===== src/rtl/multi_chan_syncer.sv =====
// Multi-channel async-input conditioner: N-stage synchroniser, stability filter and
// per-channel selectable edge detector with a sticky event flag, all in the clk_i domain.

module mcs_chan #(
  parameter int   SYNC_STAGES = 2,
  parameter int   FILTER_LEN  = 3,
  parameter int   CNT_W       = 2,
  parameter logic RST_BIT     = 1'b0
) (
  input  logic       clk,
  input  logic       rst_n,
  input  logic       din,
  input  logic [1:0] mode,
  input  logic       clr,
  output logic       level,
  output logic       pulse,
  output logic       evt_flag
);
  localparam logic [CNT_W-1:0] CNT_MAX = CNT_W'(FILTER_LEN - 1);

  logic [SYNC_STAGES-1:0] sync_q;
  logic [CNT_W-1:0]       cnt;
  logic                   sync;
  logic                   upd;
  logic                   hit;

  assign sync = sync_q[SYNC_STAGES-1];
  assign upd  = (sync != level) && (cnt == CNT_MAX);
  // sync is the new level on an update edge, so sync=1 means a rising edge
  assign hit  = upd && (sync ? mode[0] : mode[1]);

  always_ff @(posedge clk) begin
    if (!rst_n) begin
      sync_q   <= {SYNC_STAGES{RST_BIT}};
      level    <= RST_BIT;
      cnt      <= '0;
      pulse    <= 1'b0;
      evt_flag <= 1'b0;
    end else begin
      sync_q <= {sync_q[SYNC_STAGES-2:0], din};
      if (sync == level) begin
        cnt <= '0;
      end else if (upd) begin
        level <= sync;
        cnt   <= '0;
      end else begin
        cnt <= cnt + 1'b1;
      end
      pulse <= hit;
      if (hit)      evt_flag <= 1'b1;
      else if (clr) evt_flag <= 1'b0;
    end
  end
endmodule

module multi_chan_syncer #(
  parameter int                  CHAN_NUM    = 4,
  parameter int                  SYNC_STAGES = 2,
  parameter int                  FILTER_LEN  = 3,
  parameter int                  CNT_W       = 2,
  parameter logic [CHAN_NUM-1:0] RST_VAL     = {CHAN_NUM{1'b0}},
  parameter int                  DLY         = 1
) (
  input  logic                  clk_i,
  input  logic                  rst_n_i,
  input  logic [CHAN_NUM-1:0]   data_unsync_i,
  input  logic [2*CHAN_NUM-1:0] edge_mode_i,
  input  logic [CHAN_NUM-1:0]   evt_clr_i,
  output logic [CHAN_NUM-1:0]   level_o,
  output logic [CHAN_NUM-1:0]   pulse_o,
  output logic [CHAN_NUM-1:0]   evt_flag_o
);
  // The filter counter must reach FILTER_LEN-1 without wrapping.
  if ((2**CNT_W) < FILTER_LEN || SYNC_STAGES < 2 || FILTER_LEN < 1 || CHAN_NUM < 1 || DLY < 0)
  begin : g_bad_cfg
    $error("multi_chan_syncer: illegal parameter combination");
  end

  logic [CHAN_NUM-1:0][1:0] mode;
  assign mode = edge_mode_i;

  for (genvar k = 0; k < CHAN_NUM; k++) begin : g_chan
    mcs_chan #(
      .SYNC_STAGES (SYNC_STAGES),
      .FILTER_LEN  (FILTER_LEN),
      .CNT_W       (CNT_W),
      .RST_BIT     (RST_VAL[k])
    ) u_chan (
      .clk      (clk_i),
      .rst_n    (rst_n_i),
      .din      (data_unsync_i[k]),
      .mode     (mode[k]),
      .clr      (evt_clr_i[k]),
      .level    (level_o[k]),
      .pulse    (pulse_o[k]),
      .evt_flag (evt_flag_o[k])
    );
  end
endmodule

===== config.mk =====
export PLATFORM = sky130hd
export DESIGN_NAME = multi_chan_syncer
export DESIGN_NICKNAME = d
export VERILOG_FILES = /design/src/rtl/multi_chan_syncer.sv
export SDC_FILE = /design/constraint.sdc
export NUM_CORES = 1
export LEC_CHECK = 0
export CAP_MARGIN = 10
export CORE_MARGIN = 2
export CORE_UTILIZATION = 45
export DETAILED_ROUTE_END_ITERATION = 10
export GPL_TIMING_DRIVEN = 1
export PLACE_DENSITY = 0.77
export SYNTH_ARGS = -nofsm -noshare
export SYNTH_HDL_FRONTEND = slang
export SYNTH_HIERARCHICAL = 1
export SYNTH_SLANG_ARGS = --single-unit

===== constraint.sdc =====
create_clock -name clk_i -period 2.21 [get_ports clk_i]
set_input_delay 0.663 -clock clk_i [delete_from_list [all_inputs] [get_ports clk_i]]
set_output_delay 0.663 -clock clk_i [all_outputs]
set_load 0.005 [all_outputs]

### Word level (Yosys, flattened, before mapping)

Cells that the tools add are included.

* $add $sub $neg: 4
* equal/unequal tests: 12
* mux-type cells: 12
* bitwise gates (word level): 5
* reduce and logical (&&, ||, !) cells: 20

Operators by type and width (number)
* 1-bit two-way mux: 12
* 3-bit OR reduction: 4
* 2-bit by 1-bit adder with 2-bit output (second input constant): 4
* 2-bit equality test (second input constant): 4
* 1-bit logical AND: 8
* 2-bit AND reduction: 4
* 2-bit nonzero test: 4
* 1-bit NOT: 5
* 1-bit equality test: 4
* 1-bit inequality test: 4

* register bits: 28
* input bits: 18
* output and inout port bits: 12
* word-level logic and storage cells: 73

### Depth between registers and ports, before layout

Gate-level depths: netlist (run 1).

* word-level depth: 4
* mapped depth: 5
* gate-level depth less buffers: 5

### Hierarchy

Netlist (run 1), hierarchy kept.

By module, submodules not included
* mcs_chan: instances 4, cells an instance 23, area each 249.0 µm², sequential area each 140.1 µm²

### Worst setup path before layout (run 1)

Ideal clock, no wire load.

* path type: input -> register
* from: input edge_mode_i[1]
* to: register g_chan[0].u_chan.evt_flag
* setup time: 116 ps
* arrival: 994 ps
* data required time: 2094 ps
* path slack: 1100 ps
* stages on the path: 3
* path buffers: 0
* path through: nand3b_1 > a21oi_2 > a31o_2

* longest elaborated chain between the ends: 3
* elaborated cells on any way between the ends: 4
* those cells by class: 2 x mux; 2 x reduce/logical

RTL lines
* start, declared: RTL line 67 `input logic [2*CHAN_NUM-1:0] edge_mode_i,`
* 1-bit two-way mux (*): RTL line 30 `assign hit = upd && (sync ? mode[0] : mode[1]);`
* 1-bit logical AND (*): RTL line 30
* 1-bit two-way mux / 2-bit nonzero test (equally long branches)
* end signal, assigned: RTL line 38 `evt_flag <= 1'b0;`
* end signal, assigned: RTL line 50 `if (hit) evt_flag <= 1'b1;`
* end signal, assigned: RTL line 51 `else if (clr) evt_flag <= 1'b0;`
* end, declared: RTL line 17 `output logic evt_flag`

Mark *: on every way between the ends. The rest lies on a longest branch, timed or not.
A chain may end at the register's enable or synchronous reset.

### Worst setup path in the final report (run 1)

* from: register g_chan[3].u_chan.level
* to: output level_o[3]

RTL lines
* start, declared: RTL line 15 `output logic level,`
* start signal, assigned: RTL line 44 `level <= sync;`
* end, declared: RTL line 69 `output logic [CHAN_NUM-1:0] level_o,`

No word-level cell between the ends.

==> results, run 1 <==
- In this run the tool buffered the top-level ports with 29 buffer cells.
- The number of antenna violations at the first check in global routing is 0.
- At the end of the flow the core is filled with cells to 0.629.
- The die is about 51 microns tall.
- In the final layout, the share of cells above drive strength 1 is 0.0960.
- Summed over all layers, the routed wires come to around 1500 microns.
- Once routing completed, OpenROAD measured the worst setup slack at 0.267 ns.
- The post-route minimum period is approximately 2 ns.
- The synthesized netlist occupies a cell area of 996 sq um.
- The count of yosys warnings during synthesis is 6.
- At the later pin of the worst-skew pair, clock insertion delay measures around 0.31 ns.
- The net count of the mapped netlist is around 110.
- Setup violations remaining at the end of the flow were counted as 0.
- The synthesized design spends more area on one cell type than any other, namely sky130_fd_sc_hd__dfxtp_1.
- The leakage power total is between 0.5 and 0.6 nW.
- The die covers 2610 sq um.
- The cell count after synthesis is 92.
- The sort of element at the start of the critical path is a register.
- The number of distinct library cells after synthesis is 12.
- Buffers added to address setup during post-CTS repair amount to 0.
- Measured along the x axis, the die boundary spans a little over 50 microns.
- The maximum number of buffers from clock root to sink is 2.
- At the end of the flow, the number of nets in the layout was 149.
- The count of max-cap constraint violations is 0.
- The overall via count from detail_route is between 600 and 700.
- CTS built an H-tree with a depth of 1.
- The power consumption is 0.000761 W.
- The number of antenna diodes in the final layout is 0.
- The number of global-route vias before repair was 670.
- Entering global routing, the biggest net connects 25 pins.
- The sequential area share after synthesis is 0.563.
- The setup slack of the worst register-to-register path is roughly 1.2 ns.
- The average wire per standard cell is a little under 10 microns.
- The post-placement worst setup slack is about 0.48 ns.
- STA classifies the critical path endpoint as an output pin.
- In this run, the number of DRC markers left after iteration 0 of detailed routing was 1.
- The remaining global-route overflow is 0.
- The total count of max-transition violations in the final report is 0.
- The kind of critical path is register to output pin.
- The filler cells instantiated in the layout total between 150 and 200.
- The number of CTS-inserted buffers is 3.
- Before antenna repair, the detailed router went through 2 iterations.
- For this run, the top clock speed supported by timing is about 0.5 GHz.
- The cell sitting at the root of the clock tree is a sky130_fd_sc_hd__clkbuf_4.
- The area overhead of the layout relative to synthesis is 35.7%.
- Data arrives at the worst endpoint at roughly 1.3 ns.
- The flow ran to the end, and the final reports show no timing, DRC or antenna violations.
- The core region is about 2100 sq um.
- The first global-routing pass estimated between 2000 and 3000 microns of wire.
- The worst max-slew margin expressed relative to the limit is 0.869.
- The power per cell area is between 500 and 600 nW/um^2.
- Ranked by total cell area, the synthesized netlist is headed by sky130_fd_sc_hd__dfxtp_1, sky130_fd_sc_hd__nand3b_1, sky130_fd_sc_hd__and2_1.
- The CTS tree is built.
- Dividing the final minimum period by the clock period gives 0.879.
- After clock tree synthesis, the clock-pin slew on the worst setup and hold paths is approximately 0.13 ns.
- In this run the remaining antenna-violating nets after routing total 0.
- The tree built by TritonCTS fans out to 28 sinks.
- Data on the critical path is required at its endpoint by 1.55 ns.
- The number of remaining DRC errors is 0.
- The post-cts sizing count is 0.
- The cell class contributing the biggest share of worst-path delay is buffers and inverters.
- 30 I/O pins were placed.
- In this run the cell area measured after placement is around 1300 sq um.
- The largest vdd supply drop is about 0.4 mV.
- The worst hold path class is register to register.
- Hold repair after CTS inserted 0 buffers.
- Summed over all failing endpoints, the final setup total negative slack is 0 ns.
- In this run the worst path has a maximum fanout of 5.
- The area of all placed cells without fillers is around 1400 sq um.
- The share of synthesized area in the top cell type comes to 0.563.
- The number of rows in the core area is 17.
- Once detailed placement completed, the half-perimeter wirelength came to approximately 1100 microns.
- Counting both buffers and inverters, the worst setup path holds a total of 1.
- For this configuration, the core starts out at a cell density of 0.464.
- Among all stages on the critical path, the largest delay is contributed by sky130_fd_sc_hd__clkdlybuf4s50_1.
- Setup repair after global routing left no endpoint under its margin.
- In this run the mean area of a mapped cell was ~11 sq um.
- The clock arrives with approximately 0.0057 ns of skew.
- The final hold violation count is 0.
- The actual slew at the worst max-slew pin is about 0.20 ns.
- In the global route stage, overall resource usage came out at 0.137.
- The via-per-instance ratio is ~4.6.
- The last weighted congestion value of the routability-driven placer is 0.631.
- On the worst path, the slowest cell contributes a delay of 0.53 ns.
- The count of state elements after synthesis is 28.
- Walking the worst path, the cells encountered are clkdlybuf4s50_1.
## area by class of cell
cell class / instances / area [sq um] / share of cell area
inverter: 8 / 30.0 / 0.0222
timing repair buffer: 30 / 298 / 0.220
sequential: 28 / 561 / 0.415
multi-input combinational: 56 / 405 / 0.300
clock buffer: 3 / 22.5 / 0.0167
tap: 28 / 35.0 / 0.0259
## cell usage in the layout (no fill, tap or decap)
master                            count
sky130_fd_sc_hd__clkdlybuf4s50_1     29
sky130_fd_sc_hd__and2_1               8
sky130_fd_sc_hd__clkbuf_4             3
sky130_fd_sc_hd__nor2b_1              4
sky130_fd_sc_hd__a31o_2               4
sky130_fd_sc_hd__nand3b_1            12
sky130_fd_sc_hd__xor2_1               4
sky130_fd_sc_hd__nand2_1              4
sky130_fd_sc_hd__inv_1                8
sky130_fd_sc_hd__mux2i_1              4
sky130_fd_sc_hd__nor2_1               8
sky130_fd_sc_hd__ha_1                 4
sky130_fd_sc_hd__buf_4                1
sky130_fd_sc_hd__dfxtp_1             28
sky130_fd_sc_hd__a21oi_2              4
## cell families after synthesis
kind of cell	count (synthesis)	synth area share
muxes	4	0.0402
AOI/OAI and AO/OA	8	0.0703
adders and majority gates	4	0.0503
DFF	28	0.563
and+or+nand+nor	36	0.211
buffers and inverters	8	0.0302
xor gates and xnor gates	4	0.0352
## registers in the layout, indices dropped and copies added (netlist names)
register and count:
g_chan.u_chan/cnt 8, g_chan.u_chan/sync_q 8, g_chan.u_chan/pulse 4, g_chan.u_chan/evt_flag 4, g_chan.u_chan/level 4
## layer usage
layer	share of wire	vias to the layer above	track usage
met2	0.45	19	0.223
li1	-	369	-
met5	0	-	0
met3	0.060	2	0.0263
met4	0.017	0	0.0946
met1	0.47	307	0.161
## where the power goes
part	switching, W	internal (W)	leakage (nW)
Combinational	0.0000155	0.0000366	0.274
Sequential	0.00000475	0.000514	0.228
Clock	0.000127	0.0000636	0.0138
## cell usage after synthesis
cell / n
sky130_fd_sc_hd__inv_1: 8
sky130_fd_sc_hd__a31o_2: 4
sky130_fd_sc_hd__mux2i_1: 4
sky130_fd_sc_hd__dfxtp_1: 28
sky130_fd_sc_hd__nor2_1: 8
sky130_fd_sc_hd__and2_1: 8
sky130_fd_sc_hd__nand3b_1: 12
sky130_fd_sc_hd__xor2_1: 4
sky130_fd_sc_hd__a21oi_2: 4
sky130_fd_sc_hd__nor2b_1: 4
sky130_fd_sc_hd__ha_1: 4
sky130_fd_sc_hd__nand2_1: 4
## stage by stage
step,cells,hold slack [ns]
4_1_cts,153,0.425
3_3_place_gp,150,0.399
5_1_grt,153,0.440
6_report,153,0.420
2_1_floorplan,92,0.392
3_5_place_dp,150,0.406
## final timing paths
kind	start	end	cells after the start
max	g_chan[3].u_chan/level$_SDFFE_PN0P_	level_o[3]	1
min	g_chan[0].u_chan/cnt[0]$_SDFF_PP0_	g_chan[0].u_chan/cnt[0]$_SDFF_PP0_	1
max reg2reg	g_chan[3].u_chan/cnt[0]$_SDFF_PP0_	g_chan[3].u_chan/evt_flag$_SDFFE_PN0P_	5
min reg2reg	g_chan[0].u_chan/cnt[0]$_SDFF_PP0_	g_chan[0].u_chan/cnt[0]$_SDFF_PP0_	1
Note: power is estimated with default switching activity, not from simulation.
==> inputs of run 2 (changes only) <==
- ABC_AREA: not set -> 1
- MAX_ROUTING_LAYER: not set -> met4
- PLACE_DENSITY: 0.77 -> 0.76
- SKIP_CTS_REPAIR_TIMING: not set -> 1
==> results, run 2 <==
- Setup violations remaining at the end of the flow were counted as 0.
- In this run the number of H-tree levels came out at 1.
- The design draws a little over 0.0008 W.
- Data arrives at the worst endpoint at roughly 1.3 ns.
- Port buffering added 29 buffers.
- In this run the worst path has a maximum fanout of 5.
- The worst setup path is captured at an output pin.
- The first detailed-routing pass took 4 iterations.
- The repair_antennas step left the layout with diodes totalling 0.
- The kind of cell with the highest combined delay along the critical path is buffers and inverters.
- The setup check on the worst reg-to-reg path leaves a slack of 1.20 ns.
- The number of standard cells in the layout, taps in and fillers out is 194.
- The leakage power total is between 0.7 and 0.8 nW.
- For the pin with the worst max-slew slack, the measured transition is roughly 0.22 ns.
- The area share of xor/xnor cells in the synthesized design is 0.
- The global-route wire length before repair is 3020 microns.
- The detailed router placed slightly below 900 vias in this run.
- The sum of negative setup slack is 0 ns.
- Yosys instantiated no cell more often than sky130_fd_sc_hd__nand2_1.
- Buffers inserted during clock tree synthesis total 3.
- After floorplanning, the core was sized to cover 2230 sq um.
- The area of all placed cells without fillers is between 1000 and 1500 sq um.
- Across the run, the number of max-cap violations was 0.
- The HPWL after detailed placement is approximately 1400 microns.
- The fraction of the mapped netlist area in compound gates was 0.0187.
- The share of the cycle needed by the critical path after routing is 0.886.
- After floorplanning, the core was divided into 17 placement rows.
- The library cell used most frequently in the layout, excluding fill and tap cells, is sky130_fd_sc_hd__nand2_1.
- Of the total synthesized cell area, the portion taken by full adders, half adders and majority gates is 0.0467.
- The number of enable-type register cells in the synthesized netlist is 0.
- The die is ~53 microns tall.
- In the layout the commonest cells are sky130_fd_sc_hd__nand2_1, sky130_fd_sc_hd__clkdlybuf4s50_1, sky130_fd_sc_hd__dfxtp_1.
- The area overhead of the layout relative to synthesis is 34.5%.
- When the netlist entered floorplanning its net count stood at ~150.
- The startpoint of the worst hold path is g_chan[0].u_chan/cnt[0]$_SDFF_PP0_.
- The slowest stage of the critical path belongs to the cell sky130_fd_sc_hd__clkdlybuf4s50_1.
- In the final layout, the registers with the most flip-flops are g_chan.u_chan/cnt x8, g_chan.u_chan/sync_q x8.
- The count of placed standard cells including taps is 190.
- The setup path with the least slack is of type register to output pin.
- Walking the worst path, the cells encountered are clkdlybuf4s50_1.
- The worst hold path class is register to register.
- The cell area that synthesis handed to floorplanning was between 1000 and 1500 sq um.
- The dominant cell type by area after synthesis is sky130_fd_sc_hd__dfxtp_1.
- The sequential area share after synthesis is 0.523.
- The total overflow left after global routing is 0.
- The violation count after the first detailed-route iteration is 12.
- The tree is rooted in a sky130_fd_sc_hd__clkbuf_4.
- Once placement finished, the instance area stood at 1400 sq um.
- Tracing the worst setup path back leads to its startpoint at g_chan[1].u_chan/level$_SDFFE_PN0P_.
- The initial core utilization is 0.480.
- The fraction of synthesis flops using an asynchronous set or reset pin is 0.
- The maximum number of buffers from clock root to sink is 2.
- The share of synthesized area in the top cell type comes to 0.523.
- In the synthesized netlist, the cells that appear most often are sky130_fd_sc_hd__nand2_1, sky130_fd_sc_hd__dfxtp_1, sky130_fd_sc_hd__inv_1.
- The portion of synthesized area spent on multiplexers is 0.
- Clock tree synthesis found a total of 28 sinks.
- The average wire per standard cell is just over 9 microns.
- For this run, design rule violations remaining after detail routing come to 0.
- The number of distinct library cells after synthesis is 12.
- Measured in cells, the most critical reg-to-reg path has a length of 5.
- Setup repair after global routing left no endpoint under its margin.
- Across every metal layer, demand over resource in global routing totals 0.153.
- The commonest register cell after synthesis is sky130_fd_sc_hd__dfxtp_1.
- The number of top-level pins is 30.
- The die width is about 53 microns.
- The post-route minimum period is slightly below 2 ns.
- IR analysis of the VDD net gives a maximum drop of ~0.47 mV.
- The number of global-route vias before repair is around 800.
- After clock tree synthesis, the clock-pin slew on the worst setup and hold paths is 0.14 ns.
- The highest cell delay on the worst timing path is ~0.55 ns.
- The data required time at the worst endpoint is between 1.5 and 2 ns.
- The last weighted congestion value of the routability-driven placer is 0.692.
- The final worst clock skew is 0.00598 ns.
- The worst setup path is launched from a register.
- The path with the worst hold slack has its endpoint at g_chan[0].u_chan/cnt[0]$_SDFF_PP0_.
- The total count of max-transition violations in the final report is 0.
- The power per cell area is between 500 and 600 nW/um^2.
- Once detail routing completed, the nets flagged for antenna violations numbered 0.
- The worst hold path cell count is 1.
- The final layout contains routed wiring with a total length of ~1800 microns.
- The fmax is between 0.5 and 0.6 GHz.
- For the worst-skew pair, the clock arrives at the later sink with an insertion delay of approximately 0.32 ns.
- TritonCTS built the clock tree.
- The area fraction in and, or, nand and nor cells after synthesis is 0.299.
- The via-per-instance ratio is roughly 4.5.
- The beginning of the worst register-to-register path is g_chan[1].u_chan/cnt[0]$_SDFF_PP0_.
- The worst flop-to-flop path endpoint is g_chan[1].u_chan/cnt[0]$_SDFF_PP0_.
- Once layout is complete, the utilization of the core stands at 0.645.
- The worst pin sits at a relative slew slack of 0.854.
- The flow ran to the end, and the final reports show no timing, DRC or antenna violations.
- Entering global routing, the biggest net connects 21 pins.
- The final hold violation count is 0.
- Synthesis produced 132 cells.
- The critical path buffer and inverter count is 1.
- Sorting the synthesized cells by area gives the leading types as sky130_fd_sc_hd__dfxtp_1, sky130_fd_sc_hd__nand2_1, sky130_fd_sc_hd__inv_1.
- After synthesis, the mean cell area works out to about 8 sq um.
- The count of state elements after synthesis is 28.
- For this run, the number of Yosys warnings is 6.
- The die covers ~2800 sq um.
- Of the cells placed in the final design, the portion with a size suffix greater than 1 is 0.102.
- The final net count is between 150 and 200.
- The number of antenna violations at the first check in global routing was 0.
- After synthesis, the largest family of logic cells by area is simple AND/OR/NAND/NOR gates.
==> run 2: cell types whose count changed after synthesis, moves of 8 or more <==
cell / previous run / this run
sky130_fd_sc_hd__and2_1: 8 / 0
sky130_fd_sc_hd__inv_1: 8 / 24
sky130_fd_sc_hd__nand2_1: 4 / 36
sky130_fd_sc_hd__nand3_1: 0 / 8
sky130_fd_sc_hd__nand3b_1: 12 / 4
==> run 2: how the worst max path moves through the flow <==
stage | endpoint | depth (start not counted)
after CTS | level_o[1] | 1
after global routing | level_o[1] | 1
final | level_o[1] | 1
after global placement | g_chan[1].u_chan/cnt[1]$_SDFF_PP0_ | 6
after detailed placement | g_chan[0].u_chan/cnt[1]$_SDFF_PP0_ | 6
after floorplan | level_o[0] | 0
==> run 2: final cells by class <==
type                    count  area, sq um
repair buffers             30          298
multi-input cells          72          390
fillers                   212          793
clock buffers               4         36.3
flip-flops and latches     28          561
inverters                  32          120
well taps                  28         35.0
==> run 2: metrics by stage <==
| stage | setup slack (ns) | hold slack (ns) |
|---|---|---|
| after floorplan | 1.19 | 0.390 |
| after global routing | 0.200 | 0.445 |
| after CTS | 0.233 | 0.425 |
| after global placement | 0.495 | 0.396 |
| final | 0.252 | 0.426 |
| after detailed placement | 0.431 | 0.396 |
==> run 2: report_power, final <==
part           switching, W   total, W  internal (W)
Clock              0.000137   0.000237      0.000101
Combinational     0.0000251  0.0000632     0.0000380
Sequential       0.00000453   0.000518      0.000514
Total              0.000166   0.000819      0.000653
==> run 2: kinds of logic after synthesis <==
logic type / after synthesis
buf+inv: 32
simple gates: 64
compound gates: 4
flops: 28
fa+ha+maj: 4
==> run 2: metal layers <==
metal  wire [microns]  share of wire  global-route usage
met1              728           0.41               0.153
met4               13         0.0073              0.0641
met3              139          0.078              0.0371
met5                0              0                   -
met2              911           0.51               0.281
